### config.mk
export PLATFORM = sky130hd
export DESIGN_NAME = fwd_hazard_unit
export DESIGN_NICKNAME = d
export VERILOG_FILES = /design/src/rtl/fwd_hazard_unit_pkg.sv /design/src/rtl/fwd_hazard_unit_cmp.sv /design/src/rtl/fwd_hazard_unit.sv
export SDC_FILE = /design/constraint.sdc
export NUM_CORES = 1
export LEC_CHECK = 0
export BUFFER_PORTS_ARGS = -buffer_cell sky130_fd_sc_hd__buf_4
export CAP_MARGIN = 10
export CORE_MARGIN = 3
export CORE_UTILIZATION = 48
export DETAILED_ROUTE_END_ITERATION = 7
export GPL_ROUTABILITY_DRIVEN = 0
export HOLD_SLACK_MARGIN = 0.08
export PLACE_DENSITY = 0.86
export SLEW_MARGIN = 10
export SYNTH_ARGS = -nofsm -noshare
export SYNTH_HDL_FRONTEND = slang
export SYNTH_SLANG_ARGS = --single-unit
### constraint.sdc
create_clock -name clk -period 3.8 [get_ports clk]
set_input_delay 0.76 -clock clk [delete_from_list [all_inputs] [get_ports clk]]
set_output_delay 0.76 -clock clk [all_outputs]
set_load 0.02 [all_outputs]
### src/rtl/fwd_hazard_unit_pkg.sv
// rtl/fwd_hazard_unit_pkg.sv - shared encodings for the forwarding/hazard unit
package fwd_hazard_unit_pkg;

  localparam logic [1:0] FWD_RF  = 2'b00;
  localparam logic [1:0] FWD_WB  = 2'b01;
  localparam logic [1:0] FWD_MEM = 2'b10;

  localparam int ZERO_REG_DEF = 31;

  typedef enum logic [1:0] {
    RUN       = 2'd0,
    LOAD_WAIT = 2'd1,
    MEM_WAIT  = 2'd2
  } fsm_state_t;

endpackage

### src/rtl/fwd_hazard_unit_cmp.sv
// rtl/fwd_hazard_unit_cmp.sv - per-operand forwarding priority comparator
module fwd_operand_cmp
  import fwd_hazard_unit_pkg::*;
#(
  parameter int REG_W    = 5,
  parameter int ZERO_REG = ZERO_REG_DEF
) (
  input  logic             i_src_valid,
  input  logic [REG_W-1:0] i_src_reg,
  input  logic             i_wr_mem,
  input  logic [REG_W-1:0] i_tgt_mem,
  input  logic             i_wr_wb,
  input  logic [REG_W-1:0] i_tgt_wb,
  output logic [1:0]       o_sel
);

  localparam logic [REG_W-1:0] ZR = REG_W'(ZERO_REG);

  logic w_live;

  // A zero-register source can never match, so destinations of XZR are excluded implicitly.
  assign w_live = i_src_valid && (i_src_reg != ZR);

  always_comb begin
    o_sel = FWD_RF;
    if (w_live) begin
      if (i_wr_mem && (i_tgt_mem == i_src_reg)) begin
        o_sel = FWD_MEM;
      end else if (i_wr_wb && (i_tgt_wb == i_src_reg)) begin
        o_sel = FWD_WB;
      end
    end
  end

endmodule

### src/rtl/fwd_hazard_unit.sv
// rtl/fwd_hazard_unit.sv - EX operand forwarding with load-use and memory-wait stall control
module fwd_hazard_unit
  import fwd_hazard_unit_pkg::*;
#(
  parameter int NUM_SRC  = 3,
  parameter int REG_W    = 5,
  parameter int ZERO_REG = ZERO_REG_DEF,
  parameter int LOAD_LAT = 1,
  parameter int CNT_W    = 16
) (
  input  logic                     clk,
  input  logic                     reset_n,
  input  logic [NUM_SRC-1:0]       src_valid_ID,
  input  logic [NUM_SRC*REG_W-1:0] src_reg_ID,
  input  logic [NUM_SRC-1:0]       src_valid_EX,
  input  logic [NUM_SRC*REG_W-1:0] src_reg_EX,
  input  logic                     RegWrite_EX,
  input  logic                     RegWrite_MEM,
  input  logic                     RegWrite_WB,
  input  logic [REG_W-1:0]         targetReg_EX,
  input  logic [REG_W-1:0]         targetReg_MEM,
  input  logic [REG_W-1:0]         targetReg_WB,
  input  logic                     MemRead_EX,
  input  logic                     MemRead_MEM,
  input  logic                     mem_ready,
  output logic [NUM_SRC*2-1:0]     fwd_sel,
  output logic                     stall,
  output logic                     bubble,
  output logic                     freeze,
  output logic [CNT_W-1:0]         stall_cycles
);

  localparam int               CW       = (LOAD_LAT > 1) ? $clog2(LOAD_LAT) : 1;
  localparam bit               HAS_WAIT = (LOAD_LAT > 1);
  localparam logic [CW-1:0]    CNT_LOAD = CW'(LOAD_LAT - 1);
  localparam logic [REG_W-1:0] ZR       = REG_W'(ZERO_REG);

  fsm_state_t       r_state;
  fsm_state_t       r_saved;
  logic [CW-1:0]    r_cnt;
  logic [CNT_W-1:0] r_stall_cycles;

  fsm_state_t w_eff_state;
  logic       w_mem_wait;
  logic       w_load_use;
  logic       w_hazard;
  logic       w_load_stall;

  genvar gi;
  generate
    for (gi = 0; gi < NUM_SRC; gi++) begin : g_src
      fwd_operand_cmp #(
        .REG_W    (REG_W),
        .ZERO_REG (ZERO_REG)
      ) u_cmp (
        .i_src_valid (src_valid_EX[gi]),
        .i_src_reg   (src_reg_EX[gi*REG_W +: REG_W]),
        .i_wr_mem    (RegWrite_MEM),
        .i_tgt_mem   (targetReg_MEM),
        .i_wr_wb     (RegWrite_WB),
        .i_tgt_wb    (targetReg_WB),
        .o_sel       (fwd_sel[gi*2 +: 2])
      );
    end
  endgenerate

  always_comb begin
    w_load_use = 1'b0;
    if (MemRead_EX && RegWrite_EX && (targetReg_EX != ZR)) begin
      for (int i = 0; i < NUM_SRC; i++) begin
        if (src_valid_ID[i] && (src_reg_ID[i*REG_W +: REG_W] == targetReg_EX)) begin
          w_load_use = 1'b1;
        end
      end
    end
  end

  assign w_mem_wait = MemRead_MEM && !mem_ready;
  assign w_hazard   = w_load_use && !w_mem_wait;

  // Once the memory completes, MEM_WAIT is transparent: the saved state acts in that same cycle.
  assign w_eff_state = ((r_state == MEM_WAIT) && !w_mem_wait) ? r_saved : r_state;

  assign w_load_stall = (w_eff_state == LOAD_WAIT) || ((w_eff_state == RUN) && w_hazard);

  assign freeze       = reset_n && w_mem_wait;
  assign stall        = reset_n && (w_mem_wait || w_load_stall);
  assign bubble       = reset_n && !w_mem_wait && w_load_stall;
  assign stall_cycles = r_stall_cycles;

  always_ff @(posedge clk) begin
    if (!reset_n) begin
      r_state        <= RUN;
      r_saved        <= RUN;
      r_cnt          <= '0;
      r_stall_cycles <= '0;
    end else begin
      if (w_mem_wait) begin
        if (r_state != MEM_WAIT) begin
          r_saved <= r_state;
        end
        r_state <= MEM_WAIT;
      end else begin
        case (w_eff_state)
          RUN: begin
            if (w_hazard) begin
              r_cnt   <= CNT_LOAD;
              r_state <= HAS_WAIT ? LOAD_WAIT : RUN;
            end else begin
              r_state <= RUN;
            end
          end
          LOAD_WAIT: begin
            r_cnt   <= r_cnt - CW'(1);
            r_state <= (r_cnt <= CW'(1)) ? RUN : LOAD_WAIT;
          end
          default: r_state <= RUN;
        endcase
      end
      if (stall && (r_stall_cycles != {CNT_W{1'b1}})) begin
        r_stall_cycles <= r_stall_cycles + CNT_W'(1);
      end
    end
  end

endmodule

==> results of run 1 <==
-- critical path: cells and delay by family --
family                 cells  cell delay [ns]
buffers and inverters      3             0.38
XOR/XNOR                   1             0.15
AND/OR/NAND/NOR            2             0.49
AO/OA/AOI/OAI              1             0.13
-- routing by layer --
metal / global-route usage [%] / part of all wire, %
met1: 28.12 / 43
met2: 38.37 / 51
met3: 3.145 / 5.1
met4: 4.242 / 0.89
met5: 0 / 0
-- state kept, by name (all words and copies together), names as in the netlist --
register	cells
r_state	1
stall_cycles	16
r_saved	1
-- worst min path at each step --
stage                                        from                       to  cells after the start
after global routing        r_state[1]$_SDFF_PN0_  r_saved[1]$_SDFFE_PN0P_                      2
after floorplan           r_saved[1]$_SDFFE_PN0P_  r_saved[1]$_SDFFE_PN0P_                      2
after global placement    r_saved[1]$_SDFFE_PN0P_  r_saved[1]$_SDFFE_PN0P_                      2
final                       r_state[1]$_SDFF_PN0_  r_saved[1]$_SDFFE_PN0P_                      2
after CTS                   r_state[1]$_SDFF_PN0_  r_saved[1]$_SDFFE_PN0P_                      2
after detailed placement    r_state[1]$_SDFF_PN0_  r_saved[1]$_SDFFE_PN0P_                      2
-- layout make-up --
type | count | share of cell area [%]
clock buffer | 4 | 1.686
inverter | 6 | 1.047
multi-input combinational | 158 | 49.77
sequential | 18 | 16.74
tap | 31 | 1.802
timing repair buffer | 83 | 28.95
-- layout by cell type, fill, tap and decap left out, types with 2 or more instances in the layout --
master    instances
or3_1             5
o31ai_1           5
nand2_1          16
nor3_1            2
o211ai_1          4
inv_1             5
o311ai_0          2
mux2i_1           2
xor2_1           29
and3_1            3
nand3_1          19
clkbuf_4          3
buf_4            83
nor4_1            8
dfxtp_1          18
nor2_1            7
nand4_1           4
o41ai_1           2
o21ai_0           9
xnor2_1          17
a21oi_1           7
nor3b_1           3
-- cells by family after synthesis --
kind of cell | share of synthesized area, %
simple gates | 26.68
compound gates | 16.48
xor+xnor | 27.36
fa+ha+maj | 0.8495
mux | 1.359
buf+inv | 2.803
flops | 24.47
-- power groups by stage --
stage / clock network, mW / logic (mW) / registers [mW]
after floorplan: 0 / 0.0545 / 0.195
after global placement: 0 / 0.127 / 0.195
after detailed placement: 0 / 0.129 / 0.195
after CTS: 0.120 / 0.129 / 0.190
after global routing: 0.129 / 0.142 / 0.191
final: 0.119 / 0.129 / 0.190
-- per-stage QoR --
step | worst slack, ns | cell area, µm²
after detailed placement | 1.114 | 2116
final | 1.125 | 2152
after global routing | 0.9515 | 2152
after global placement | 1.141 | 2116
after floorplan | 1.258 | 1473
after CTS | 1.112 | 2152
==> metrics.txt, run 1 <==
initial antenna violation count 0; RSZ-0062 raised after global routing no; most used cell along the critical path buf_4; Synth Flop Type dfxtp_1; Setup Viol. Count Final 0; Worst Path Arrival between 1.5 and 2 ns; final net count 330; IO Pins 84; Bufs on Longest Clock Path 2; Yosys warnings 0; top-area cell type share of the netlist area approximately 24%; initial drt markers 136; num rows 19; die height between 60 and 70 µm; grt ovf 0; Synth Instances 186; Seq pwr share 43.4%; TritonCTS clock tree yes; Worst Setup SP targetReg_EX[0]; Sw Pwr 118.4 µW; hold bufs inserted after CTS 0; pwr/cell area 203.7 mW/mm²; post-route ant nets 0; area of the multi-input gates 0.001071 mm²; outcome complete, no violations; FF+latch count, synth 18; cell with the most instances after synthesis xor2_1; FF+latch area 360.3 µm²; worst r2r path cells 6; Startpoint Class input pin; Post-Syn Area 0.001473 mm²; post-synth top area cell dfxtp_1; Final Non-Filler Cells 300; ANT cells 0; Post-synth top cells xor2_1, nand3_1, dfxtp_1; CTS clk-pin slew, worst paths roughly 0.10 ns; Worst Setup EP bubble; CP cell instances buf_4 -> xor2_1 -> nor4_1 -> and3_2 -> o21ai_0 -> inv_1 -> buf_4; worst-path fanout max 4; DRT Wirelength 4.039 mm; Synth area leaders dfxtp_1, xor2_1, xnor2_1; Power Internal 320.0 µW; syn_area_per_cell roughly 7.9 µm²; Sw Ratio 27.00%; first-pass GRT wire length ~6.4 mm; fmax 0.3738 GHz; Clock Skew 0.0007548 ns; Final Hold Fails 0; area delta synth->final 46.13%; DIE AREA 0.003769 mm²; r2r startpoint stall_cycles[0]$_SDFFE_PN0P_; Slew HR around 35%; clock share of power between 20 and 30%; CTS Buf Count 3; max-cap check violation count 0; Util after Layout 76.07%; Final Max Tran Viols 0; Comb pwr share 29.4%; ratio of cells with drive above 1 in the final layout 33.46%; leakage power figure 0.9261 nW; Critical Path Slowest Stage Cell and3_2; endpoint type of the worst setup path output pin; total power 438.3 µW; clk sink count 18; WL per Instance 13.46 µm; H-Tree Depth 1; Seq/Total Area, Yosys 24.47%; asr flop ratio synth 0%; syn nets 246; CTS resizes 0; Max IR drop VDD about 0.10 mV; Clock Tree Root clkbuf_4; Vias/cell 5.577; dpl cells 296; CORE AREA between 0.002 and 0.003 mm²; crit-path max cell delay between 0.2 and 0.3 ns; Total GRT Usage a little over a fifth; Crit Path Class input pin to output pin; worst min-delay path class register to register; Die Wd 61.39 µm; clock latency at the later pin of the worst-skew pair just under 0.3 ns; Worst R2R Setup Slack about 1.6 ns; First-pass DRT Iterations 4; Setup Fix Bufs, Post-CTS 0; vias in the first global route 1541; WHS 0.4506 ns; largest net degree at the start of global routing 28; Initial Util 52.06%; Unique masters post-synth 37; Reg2Reg Capture Point stall_cycles[15]$_SDFFE_PN0P_; hpwl dp 3.352 mm; Tmin final around 2.7 ns; Final TNS setup 0 ns; Final period util 70.39%; DRC viols 0; I/O Buffers between 80 and 90; Post-synth EDFFs 0; via count 1673; Tightest Pin Transition 0.9796 ns; filler cell count about 220; Crit path required time 3.04 ns
Power figures use the tool's default switching activity.
==> run 2: changes to the inputs <==
- ABC_AREA: unset -> 1
- CORE_UTILIZATION: 48 -> 47
- PLACE_DENSITY: 0.86 -> 0.81
- clock period: 3.8 -> 2.48 ns (I/O delays scaled with it)
==> run 2 against run 1 <==
Worst setup slack got worse by 0.69 ns. Global-route usage increased by 0.69 points. Hold slack improved by 0.040 ns. Non-clock buffer count increased by 2. Clock-buffer cell count decreased by 1. Critical path depth decreased by 1. Register-to-register slack got worse by 1.1 ns. First-iteration DRC count decreased by 7.4%. Core utilization decreased by 5.1 points. Synthesized cell count increased by 62%. Sequential power increased by 54%.
==> metrics.txt, run 2 <==
outcome complete, no violations; CTS resizes 0 (unchanged); CORE AREA 0.003521 mm² (+24%); num rows 21 (+2); Post-synth top cells nand2_1, inv_1, nor2_1; Sw Ratio 28.54% (+1.5 points); fmax 0.4891 GHz; FF+latch area 360.3 µm² (unchanged); Post-Syn Area 0.001803 mm² (+22%); hpwl dp 4.184 mm (+25%); IO Pins 84 (unchanged); area of the multi-input gates 0.001235 mm² (+15%); I/O Buffers 83 (unchanged); Bufs on Longest Clock Path 2 (unchanged); Crit path required time 1.98 ns (-1.06 ns); die height 67.94 µm (+11%); Power Internal 508.0 µW (+59%); DRC viols 0 (unchanged); most common cell after layout, fill and taps aside buf_4; Final TNS setup 0 ns (unchanged); clk sink count 18 (unchanged); clock latency at the later pin of the worst-skew pair 0.25 ns (-0.04 ns); Seq/Total Area, Yosys 19.99% (-4.5 points); syn nets 361 (+47%); filler cell count 339 (+51%); Tmin final 2.044 ns; via count 2121 (+27%); leakage power figure 1.269 nW (+37%); worst r2r path cells 9 (+3); area delta synth->final 38.52%; Comb pwr share 30.8% (+1.4 points); Unique masters post-synth 31 (-16%); most frequent cells in the layout buf_4, nand2_1, inv_1; hold path depth 2 (unchanged); initial drt markers 126 (-7.4%); Startpoint Class input pin; RSZ-0062 raised after global routing no; Slew HR 77.00% (+42 points); Reg2Reg Capture Point stall_cycles[13]$_SDFFE_PN0P_; First-pass DRT Iterations 4 (unchanged); Sw Pwr 202.9 µW (+71%); pwr/cell area 284.6 mW/mm² (+40%); final net count 446 (+35%); worst-path fanout max 4 (unchanged); largest net degree at the start of global routing 18 (-36%); Clock Skew 0.002379 ns (+0.001624 ns); Worst Path Arrival 1.55 ns (-0.36 ns); hold endpoint r_saved[1]$_SDFFE_PN0P_; asr flop ratio synth 0% (unchanged); Final period util between 80% and 90%; Vias/cell 4.933 (-12%); Total GRT Usage 22.39% (+0.69 points); Worst R2R Setup Slack 0.54 ns (-1.07 ns); DRT Wirelength 5.056 mm (+25%); initial antenna violation count 0 (unchanged); ANT cells 0 (unchanged); CTS Buf Count 3 (unchanged); total power 710.9 µW (+62%); Yosys warnings 0 (unchanged); hold bufs inserted after CTS 0 (unchanged); H-Tree Depth 1 (unchanged); post-route ant nets 0 (unchanged); clock share of power 28.0% (+0.8 points); Largest register FFs 16 (unchanged); Synth Flop Type dfxtp_1; endpoint type of the worst setup path output pin; Clock Tree Root clkbuf_8; Die Wd 67.94 µm (+11%); ratio of cells with drive above 1 in the final layout 25.00% (-8.5 points); Setup Viol. Count Final 0 (unchanged); Initial Util 51.21% (-0.85 points); first-pass GRT wire length 8.197 mm (+27%); cell with the most instances after synthesis nand2_1; Synth area leaders dfxtp_1, nand2_1, xor2_1; FF+latch count, synth 18 (unchanged); DIE AREA 0.004615 mm² (+22%); max-cap check violation count 0 (unchanged); Final Hold Fails 0 (unchanged); syn_area_per_cell 5.990 µm² (-24%); TritonCTS clock tree yes; worst min-delay path class register to register; Final Max Tran Viols 0 (unchanged); Synth Instances 301 (+62%); WL per Instance 11.76 µm (-13%); hold wc startpoint r_saved[1]$_SDFFE_PN0P_; top-area cell type share of the netlist area 19.99% (-4.5 points); post-synth top area cell dfxtp_1; Post-synth EDFFs 0 (unchanged); CTS clk-pin slew, worst paths 0.06 ns (-0.04 ns); Crit Path Class input pin to output pin; vias in the first global route 1953 (+27%); Tightest Pin Transition 0.3418 ns (-0.6378 ns); Setup Fix Bufs, Post-CTS 0 (unchanged); Max IR drop VDD 0.2587 mV (+150%); Seq pwr share 41.3% (-2.1 points); grt ovf 0 (unchanged); r2r startpoint stall_cycles[0]$_SDFFE_PN0P_
## run 2: cell types whose count changed after synthesis, moves of 5 or more
| cell | previous run | this run |
|---|---|---|
| or3_1 | 5 | 0 |
| xnor2_1 | 17 | 4 |
| a21oi_1 | 7 | 19 |
| nand3_1 | 19 | 30 |
| inv_1 | 5 | 44 |
| o21ai_0 | 9 | 4 |
| nand2_1 | 16 | 80 |
| o31ai_1 | 5 | 0 |
| nor2_1 | 7 | 34 |
## run 2: cells by family (layout without fill, tap and decap cells)
family / after synthesis / in the layout / share of synthesized area [%]
simple gates: 170 / 170 / 42.54
flops: 18 / 18 / 19.99
buf+inv: 49 / 132 / 11.52
compound gates: 32 / 32 / 10.20
fa+ha+maj: 1 / 1 / 0.6939
xor+xnor: 31 / 31 / 15.06
## run 2: area by class of cell
class | count | area share, %
inverter | 44 | 6.613
tap | 46 | 2.305
timing repair buffer | 85 | 25.55
multi-input combinational | 234 | 49.45
clock buffer | 3 | 1.653
sequential | 18 | 14.43
## run 2: how the worst max path moves through the flow
stage	endpoint	start	cells past startpoint	slack [ns]
global route	stall	targetReg_EX[4]	9	0.31
detailed placement	fwd_sel[4]	targetReg_WB[3]	6	0.43
CTS	fwd_sel[4]	targetReg_WB[3]	6	0.42
finish	fwd_sel[4]	targetReg_WB[3]	6	0.44
floorplan	fwd_sel[4]	targetReg_WB[3]	4	0.47
global placement	fwd_sel[2]	targetReg_WB[2]	6	0.47
## run 2: layer usage
layer	vias up	wire (µm)	track usage, %
li1	1132	-	-
met1	915	2255	28.80
met2	70	2348	38.63
met3	4	410	5.419
met4	0	42	2.978
met5	-	0	0
## run 2: power by group through the flow
stage                     sequential, mW  clock, mW  combinational [mW]
after floorplan                    0.301          0              0.0998
after CTS                          0.293      0.206               0.218
after global routing               0.293      0.217               0.243
after detailed placement           0.300          0               0.218
final                              0.293      0.199               0.219
after global placement             0.300          0               0.214
## run 2: metrics by stage
step	instance area, µm²	worst slack, ns	util (%)	hold WS [ns]	cells
after global placement	2456	0.4708	69.76	0.4605	427
after detailed placement	2456	0.4348	69.76	0.4682	427
after floorplan	1803	0.4738	-	0.4502	301
after CTS	2497	0.4221	70.93	0.4787	430
after global routing	2497	0.3084	70.93	0.5044	430
final	2497	0.4356	70.93	0.4903	430
## run 2: worst max-delay path, cell delays in order
cell,delay [ns]
buf_4,0.13
xor2_1,0.15
nor4_1,0.28
nand3_1,0.11
nor3b_1,0.21
buf_4,0.18
